--- src/rtl/cache_pkg.sv ---
// Shared types and constants for the cache miss-service engine.
package cache_pkg;

  localparam int unsigned ADDR_W          = 32;
  localparam int unsigned TAG_W           = 19;
  localparam int unsigned SET_W           = 7;
  localparam int unsigned WORD_OFF_W      = 4;
  localparam int unsigned WORDS_PER_BLOCK = 16;
  localparam int unsigned WORD_BITS       = 32;
  localparam int unsigned BLOCK_BITS      = 512;

  localparam logic [1:0] ST_IDLE  = 2'd0;
  localparam logic [1:0] ST_WB    = 2'd1;
  localparam logic [1:0] ST_FILL  = 2'd2;
  localparam logic [1:0] ST_ALLOC = 2'd3;

  typedef enum logic [1:0] {
    IDLE  = ST_IDLE,
    WB    = ST_WB,
    FILL  = ST_FILL,
    ALLOC = ST_ALLOC
  } miss_state_e;

  // Word-aligned memory address of one beat within a block.
  function automatic logic [ADDR_W-1:0] beat_addr(
    input logic [TAG_W-1:0]      tag,
    input logic [SET_W-1:0]      set,
    input logic [WORD_OFF_W-1:0] beat
  );
    return {tag, set, beat, 2'b00};
  endfunction

endpackage

--- src/rtl/cache_miss_handler_if.sv ---
// Word-serial memory bus between the miss handler (master) and main memory (slave).
interface cache_miss_handler_if;

  logic                        mem_req;
  logic                        mem_we;
  logic [cache_pkg::ADDR_W-1:0]    mem_addr;
  logic [cache_pkg::WORD_BITS-1:0] mem_wdata;
  logic                        mem_ack;
  logic [cache_pkg::WORD_BITS-1:0] mem_rdata;

  modport master (
    output mem_req, mem_we, mem_addr, mem_wdata,
    input  mem_ack, mem_rdata
  );

  modport slave (
    input  mem_req, mem_we, mem_addr, mem_wdata,
    output mem_ack, mem_rdata
  );

endinterface

--- src/rtl/cache_miss_handler_beat_counter.sv ---
// Beat index within a block transfer; advances on each acknowledged beat.
module miss_beat_counter
  import cache_pkg::*;
(
  input  logic                  clk,
  input  logic                  rst,
  input  logic                  clear,
  input  logic                  advance,
  output logic [WORD_OFF_W-1:0] beat,
  output logic                  last
);

  always_ff @(posedge clk) begin
    if (rst || clear) begin
      beat <= '0;
    end else if (advance) begin
      beat <= beat + 1'b1;
    end
  end

  assign last = (beat == '1);

endmodule

--- src/rtl/cache_miss_handler.sv ---
// Miss-service engine: optional dirty-victim writeback, block fill, then a one-cycle allocate.
module cache_miss_handler
  import cache_pkg::*;
(
  input  logic                  clk,
  input  logic                  rst,
  input  logic                  miss_req,
  input  logic [ADDR_W-1:0]     miss_addr,
  input  logic                  evict_dirty,
  input  logic [TAG_W-1:0]      evict_tag,
  input  logic [SET_W-1:0]      evict_set,
  input  logic [BLOCK_BITS-1:0] evict_data_block,
  output logic                  busy,
  output logic                  done,
  output logic                  alloc_enable,
  output logic [ADDR_W-1:0]     alloc_addr,
  output logic [BLOCK_BITS-1:0] alloc_data_block,
  cache_miss_handler_if.master  mem
);

  miss_state_e               state;
  logic [TAG_W+SET_W-1:0]    blk_q;
  logic [TAG_W-1:0]          victim_tag_q;
  logic [SET_W-1:0]          victim_set_q;
  logic [BLOCK_BITS-1:0]     victim_q;
  logic [BLOCK_BITS-1:0]     fill_q;
  logic [WORD_OFF_W-1:0]     beat;
  logic                      last_beat;
  logic                      accept;
  logic                      beat_ack;
  logic [8:0]                word_lsb;
  logic                      unused_offset;

  // Byte offset within the block never reaches memory or the array.
  assign unused_offset = ^miss_addr[5:0];

  assign accept   = (state == IDLE) && miss_req;
  assign beat_ack = ((state == WB) || (state == FILL)) && mem.mem_ack;
  assign word_lsb = {beat, 5'b0};

  miss_beat_counter u_beat (
    .clk     (clk),
    .rst     (rst),
    .clear   (accept),
    .advance (beat_ack),
    .beat    (beat),
    .last    (last_beat)
  );

  always_ff @(posedge clk) begin
    if (rst) begin
      state        <= IDLE;
      blk_q        <= '0;
      victim_tag_q <= '0;
      victim_set_q <= '0;
      victim_q     <= '0;
      fill_q       <= '0;
    end else begin
      case (state)
        IDLE: begin
          if (miss_req) begin
            blk_q        <= miss_addr[31:6];
            victim_tag_q <= evict_tag;
            victim_set_q <= evict_set;
            victim_q     <= evict_data_block;
            state        <= evict_dirty ? WB : FILL;
          end
        end
        WB: begin
          if (beat_ack && last_beat) state <= FILL;
        end
        FILL: begin
          if (beat_ack) begin
            fill_q[word_lsb +: WORD_BITS] <= mem.mem_rdata;
            if (last_beat) state <= ALLOC;
          end
        end
        ALLOC: state <= IDLE;
        default: state <= IDLE;
      endcase
    end
  end

  always_comb begin
    busy          = (state != IDLE);
    done          = (state == ALLOC);
    alloc_enable  = (state == ALLOC);
    mem.mem_req   = 1'b0;
    mem.mem_we    = 1'b0;
    mem.mem_addr  = '0;
    mem.mem_wdata = '0;
    case (state)
      WB: begin
        mem.mem_req   = 1'b1;
        mem.mem_we    = 1'b1;
        mem.mem_addr  = beat_addr(victim_tag_q, victim_set_q, beat);
        mem.mem_wdata = victim_q[word_lsb +: WORD_BITS];
      end
      FILL: begin
        mem.mem_req  = 1'b1;
        mem.mem_addr = beat_addr(blk_q[TAG_W+SET_W-1:SET_W], blk_q[SET_W-1:0], beat);
      end
      default: ;
    endcase
  end

  assign alloc_addr       = {blk_q, 6'b0};
  assign alloc_data_block = fill_q;

endmodule

--- src/flat_wrapper.sv ---
// flat-port wrapper written by rule: the top's interface ports become plain ports
module cache_miss_handler_flat import cache_pkg::*;
  (clk, rst, miss_req, miss_addr, evict_dirty, evict_tag, evict_set, evict_data_block, busy, done, alloc_enable, alloc_addr, alloc_data_block, mem_mem_req, mem_mem_we, mem_mem_addr, mem_mem_wdata, mem_mem_ack, mem_mem_rdata);
  cache_miss_handler_if mem_i ();
  input  logic clk;
  input  logic rst;
  input  logic miss_req;
  input  logic [ADDR_W-1:0] miss_addr;
  input  logic evict_dirty;
  input  logic [TAG_W-1:0] evict_tag;
  input  logic [SET_W-1:0] evict_set;
  input  logic [BLOCK_BITS-1:0] evict_data_block;
  output logic busy;
  output logic done;
  output logic alloc_enable;
  output logic [ADDR_W-1:0] alloc_addr;
  output logic [BLOCK_BITS-1:0] alloc_data_block;
  output wire logic [$bits(mem_i.mem_req)-1:0] mem_mem_req;
  output wire logic [$bits(mem_i.mem_we)-1:0] mem_mem_we;
  output wire logic [$bits(mem_i.mem_addr)-1:0] mem_mem_addr;
  output wire logic [$bits(mem_i.mem_wdata)-1:0] mem_mem_wdata;
  input wire logic [$bits(mem_i.mem_ack)-1:0] mem_mem_ack;
  input wire logic [$bits(mem_i.mem_rdata)-1:0] mem_mem_rdata;
  assign mem_mem_req = mem_i.mem_req;
  assign mem_mem_we = mem_i.mem_we;
  assign mem_mem_addr = mem_i.mem_addr;
  assign mem_mem_wdata = mem_i.mem_wdata;
  assign mem_i.mem_ack = mem_mem_ack;
  assign mem_i.mem_rdata = mem_mem_rdata;
  cache_miss_handler u_core (.clk(clk), .rst(rst), .miss_req(miss_req), .miss_addr(miss_addr), .evict_dirty(evict_dirty), .evict_tag(evict_tag), .evict_set(evict_set), .evict_data_block(evict_data_block), .busy(busy), .done(done), .alloc_enable(alloc_enable), .alloc_addr(alloc_addr), .alloc_data_block(alloc_data_block), .mem(mem_i));
endmodule
--- config.mk ---
export PLATFORM = sky130hd
export DESIGN_NAME = cache_miss_handler_flat
export DESIGN_NICKNAME = d
export VERILOG_FILES = /design/src/rtl/cache_pkg.sv /design/src/rtl/cache_miss_handler_if.sv /design/src/rtl/cache_miss_handler_beat_counter.sv /design/src/rtl/cache_miss_handler.sv /design/src/flat_wrapper.sv
export SDC_FILE = /design/constraint.sdc
export NUM_CORES = 2
export LEC_CHECK = 0
export ABC_AREA = 1
export CAP_MARGIN = 20
export CORE_AREA = 2 2 478 480
export CTS_CLUSTER_DIAMETER = 200
export CTS_CLUSTER_SIZE = 16
export DETAILED_ROUTE_END_ITERATION = 8
export DIE_AREA = 0 0 480 482
export PLACE_DENSITY = 0.51
export SYNTH_ARGS = -nofsm -noshare
export SYNTH_HDL_FRONTEND = slang
export SYNTH_HIERARCHICAL = 1
export SYNTH_SLANG_ARGS = --single-unit
--- constraint.sdc ---
create_clock -name clk -period 3.79 [get_ports clk]
set_clock_uncertainty 0.2 [all_clocks]
set_input_delay 1.137 -clock clk [delete_from_list [all_inputs] [get_ports clk]]
set_output_delay 1.137 -clock clk [all_outputs]
set_load 0.01 [all_outputs]
==> reports/summary.log <==
INFO  worst_setup_path critical_path.max_fanout=8
INFO  power_and_ir_drop pwrdens=541.8nW/um^2
INFO  cts            cts_tree=built
INFO  timing         slew_viol_final=0
INFO  timing         max_slew.worst_pin.slew=1.036ns
INFO  die            floorplan.core_area=226400um^2
INFO  worst_hold_path hold_path_startpoint=u_core/victim_q[163]
INFO  detailed_routing avgRoutedWirePerCell=25.00um
INFO  die            die-height=482um
INFO  worst_hold_path hold_depth=2
INFO  logic_synthesis ys_warns=6
INFO  detailed_routing met3RoutedLength=16820um
INFO  power_and_ir_drop report.power.total=0.03638W
INFO  detailed_routing routed_metal_1_wire_length=104200um
INFO  logic_synthesis syn_inst=6565
INFO  cts            cts.root.buffer_cell=sky130_fd_sc_hd__clkbuf_16
INFO  worst_setup_path crit_path_end_kind=primary output
INFO  logic_synthesis synth_area_per_cell=6.919um^2
INFO  grt            grt_usage=0.2202
INFO  detailed_routing top_signal_layer_used=met5
INFO  detailed_routing drc_errors=0
INFO  worst_hold_path hold_path.class=register to register
INFO  die            fp.dieArea=231400um^2
INFO  die            die_x=480um
INFO  placement      place_congestion=0.9061
INFO  detailed_routing routed-via-count=49090
INFO  cts            clockBufferDepth=3
INFO  logic_synthesis synth.yosys.seq_area_share=0.4768
INFO  worst_setup_path flop2flop_setup_slack=0.10ns
INFO  detailed_routing first_pass_iters=6
INFO  logic_synthesis post_synth_instance_area=45420um^2
INFO  layout         fin_util=0.2966
INFO  detailed_routing routed_wl=268400um
INFO  cts            h-tree-depth=3
INFO  worst_hold_path worst_hold_path.endpoint=u_core/victim_q[163]
INFO  outcome        failed_checks=negative setup slack
INFO  logic_synthesis share_of_flip_flops_with_an_asynchronous_set_or_reset_after_synthesis=0
INFO  outcome        status=finished with violations
INFO  grt            largest_net_degree_at_the_start_of_global_routing=151
INFO  timing         grt_setup_unrepaired=yes
INFO  timing         final_worst_path_setup_slack=-0.1900ns
INFO  worst_setup_path setup.worst_path.class=register to primary output
INFO  cts            clk_latency=0.75ns
INFO  worst_setup_path rr_endpoint=u_core/alloc_data_block[425]
INFO  timing         timing_hold_violations_final=0
INFO  detailed_routing routed_via_density=4.572
INFO  layout         design.final.nets=8295
INFO  worst_setup_path cp-start-kind=register
INFO  flow_run       cap_viol_max_count=0
INFO  timing         worst_slew_margin_rel=0.3043
INFO  layout         top_library_cells_by_usage_in_the_layout_fill_and_taps_aside=sky130_fd_sc_hd__nor2_1, sky130_fd_sc_hd__clkdlybuf4s50_1, sky130_fd_sc_hd__dfxtp_1, sky130_fd_sc_hd__nand2_1, sky130_fd_sc_hd__o21ai_0
INFO  layout         layout_commonest_cell=sky130_fd_sc_hd__nor2_1
INFO  timing         fin_worst_hold_slack=0.2545ns
INFO  detailed_routing number_of_nets_with_antenna_violations_after_routing=0
INFO  grt            grt_first_pass_wirelength=362200um
INFO  timing         min_period_over_period=1.050
INFO  detailed_routing detailroute.wirelength.met2=128600um
INFO  worst_setup_path worst-r2r-cell-count=13
INFO  layout         drive_gt1_frac=0.09975
INFO  logic_synthesis dominantRegCellSynth=sky130_fd_sc_hd__dfxtp_1
INFO  die            effective_utilization_at_floorplan=0.2006
INFO  placement      buffer_ports.inserted=1205
INFO  worst_setup_path cp.required=2.45ns
INFO  timing         timing.setup.tns=-4.102ns
INFO  layout         layout.cell_area.non_filler=67150um^2
INFO  placement      placedInstanceArea=62210um^2
INFO  power_and_ir_drop cellLeakagePower=26.16nW
INFO  timing         fmax=251.3MHz
INFO  grt            aggregate_global_routing_overflow=0
INFO  logic_synthesis synth.ff_latch_count=1082
INFO  cts            cts_num_sinks=1082
INFO  detailed_routing drt-initial-drc-count=4307
INFO  grt            antenna_found_initial=91
INFO  cts            post_cts_hold_buffer_count=0
INFO  die            floorplan.io_pins=1220
INFO  grt            via_count_of_the_first_global_routing_pass=46220
INFO  timing         layout_min_cycle_time=3.980ns
INFO  placement      detailedPlacementHpwl=206200um
INFO  power_and_ir_drop ir_drop=0.4143mV
INFO  worst_setup_path regToRegStartpoint=u_core/u_beat/beat[0]
INFO  timing         finalSetupViolations=31
INFO  logic_synthesis synth-edff-count=0
INFO  cts            numCtsBuffers=78
INFO  logic_synthesis synth_cell_types=31
INFO  layout         areaGrowthSynthToFinish=47.82%
INFO  worst_setup_path arrival=2.64ns
INFO  die            floorplan.rows=175
INFO  cts            clk_pin_slew=0.10ns
-- where the power goes --
part / switching [W] / internal (W) / total [W]
sequential: 0.000811 / 0.0131 / 0.0139
clock: 0.00462 / 0.00377 / 0.00838
combinational: 0.00911 / 0.00496 / 0.0141
-- cells in the mapped netlist (11+ instances only) --
master / count / share of area
sky130_fd_sc_hd__nor2_1: 1386 / 0.11
sky130_fd_sc_hd__inv_2: 11 / 0.00091
sky130_fd_sc_hd__o21ai_1: 13 / 0.0014
sky130_fd_sc_hd__inv_1: 548 / 0.045
sky130_fd_sc_hd__buf_2: 122 / 0.013
sky130_fd_sc_hd__nand4_1: 113 / 0.016
sky130_fd_sc_hd__buf_1: 51 / 0.0042
sky130_fd_sc_hd__buf_4: 20 / 0.0033
sky130_fd_sc_hd__clkbuf_1: 318 / 0.026
sky130_fd_sc_hd__nor3_1: 64 / 0.0071
sky130_fd_sc_hd__dfxtp_1: 1082 / 0.48
sky130_fd_sc_hd__a21oi_1: 622 / 0.069
sky130_fd_sc_hd__o21ai_0: 789 / 0.087
sky130_fd_sc_hd__nand2_1: 970 / 0.080
sky130_fd_sc_hd__nand3_1: 405 / 0.045
-- layer usage --
layer  global-route usage  vias up
met3              0.03933      483
met2               0.3769     2101
met4               0.1321       36
met1               0.2562    23290
met5                    0        -
li1                     -    23180
-- registers in the layout (all words and copies together) (netlist names) --
register	flops
u_core/victim_q	512
u_core/state	2
u_core/victim_set_q	7
u_core/victim_tag_q	19
u_core/alloc_data_block	512
u_core/blk_q	26
u_core/u_beat/beat	4
-- worst max path at each step --
stage | end | startpoint | cells past startpoint | slack [ns]
final | mem_mem_wdata[6] | u_core/u_beat/beat[0] | 10 | -0.19
after global routing | mem_mem_wdata[25] | u_core/u_beat/beat[1] | 8 | -0.32
after CTS | mem_mem_wdata[7] | u_core/u_beat/beat[0] | 10 | -0.29
after detailed placement | mem_mem_wdata[3] | u_core/u_beat/beat[0] | 10 | -0.009
after global placement | mem_mem_wdata[25] | u_core/u_beat/beat[1] | 9 | -0.006
after floorplan | mem_mem_wdata[10] | u_core/u_beat/beat[1] | 7 | 0.83
-- cells by family after synthesis --
| logic type | share of synthesized area |
|---|---|
| compound gates | 0.1573 |
| fa+ha+maj | 0.002754 |
| buf+inv | 0.09643 |
| flops | 0.4768 |
| other cells | 0.00008255 |
| simple gates | 0.2666 |
-- timing repair --
| action | in CTS | in global routing |
|---|---|---|
| pin swaps | 52 | 37 |
| buffers inserted | 32 | 13 |
| gates resized for setup | 411 | 117 |
| endpoints found under the setup margin | 63 | 179 |
| cloned | 14 | 6 |
-- layout make-up --
| cell class | count | area, um^2 |
|---|---|---|
| Clock buffer | 80 | 1959 |
| Antenna cell | 40 | 100.1 |
| Timing Repair inverter | 2 | 20.02 |
| Timing Repair Buffer | 1547 | 16250 |
| Fill cell | 24500 | 159300 |
| Inverter | 562 | 2181 |
| Clock inverter | 11 | 216.5 |
| Multi-Input combinational cell | 4405 | 20980 |
| Sequential cell | 1082 | 21680 |
| Tap cell | 3009 | 3765 |
-- critical path, cell delays in order, from the launching register on --
cell and delay, ns:
sky130_fd_sc_hd__dfxtp_4 0.41, sky130_fd_sc_hd__buf_12 0.15, sky130_fd_sc_hd__inv_16 0.11, sky130_fd_sc_hd__bufbuf_16 0.29, sky130_fd_sc_hd__nand2_1 0.05, sky130_fd_sc_hd__nand3_1 0.11, sky130_fd_sc_hd__nand3_2 0.15, sky130_fd_sc_hd__nand3_1 0.13
sky130_fd_sc_hd__a21oi_2 0.06, sky130_fd_sc_hd__buf_4 0.18, sky130_fd_sc_hd__clkdlybuf4s15_2 0.22
-- stage by stage --
step | cells | setup WS (ns)
3_5_place_dp | 10550 | -0.008574
2_1_floorplan | 6572 | 0.8340
3_3_place_gp | 10540 | -0.005547
4_1_cts | 10680 | -0.2890
5_1_grt | 10730 | -0.3231
6_report | 10740 | -0.1900
Note: power is estimated with default switching activity, not from simulation.
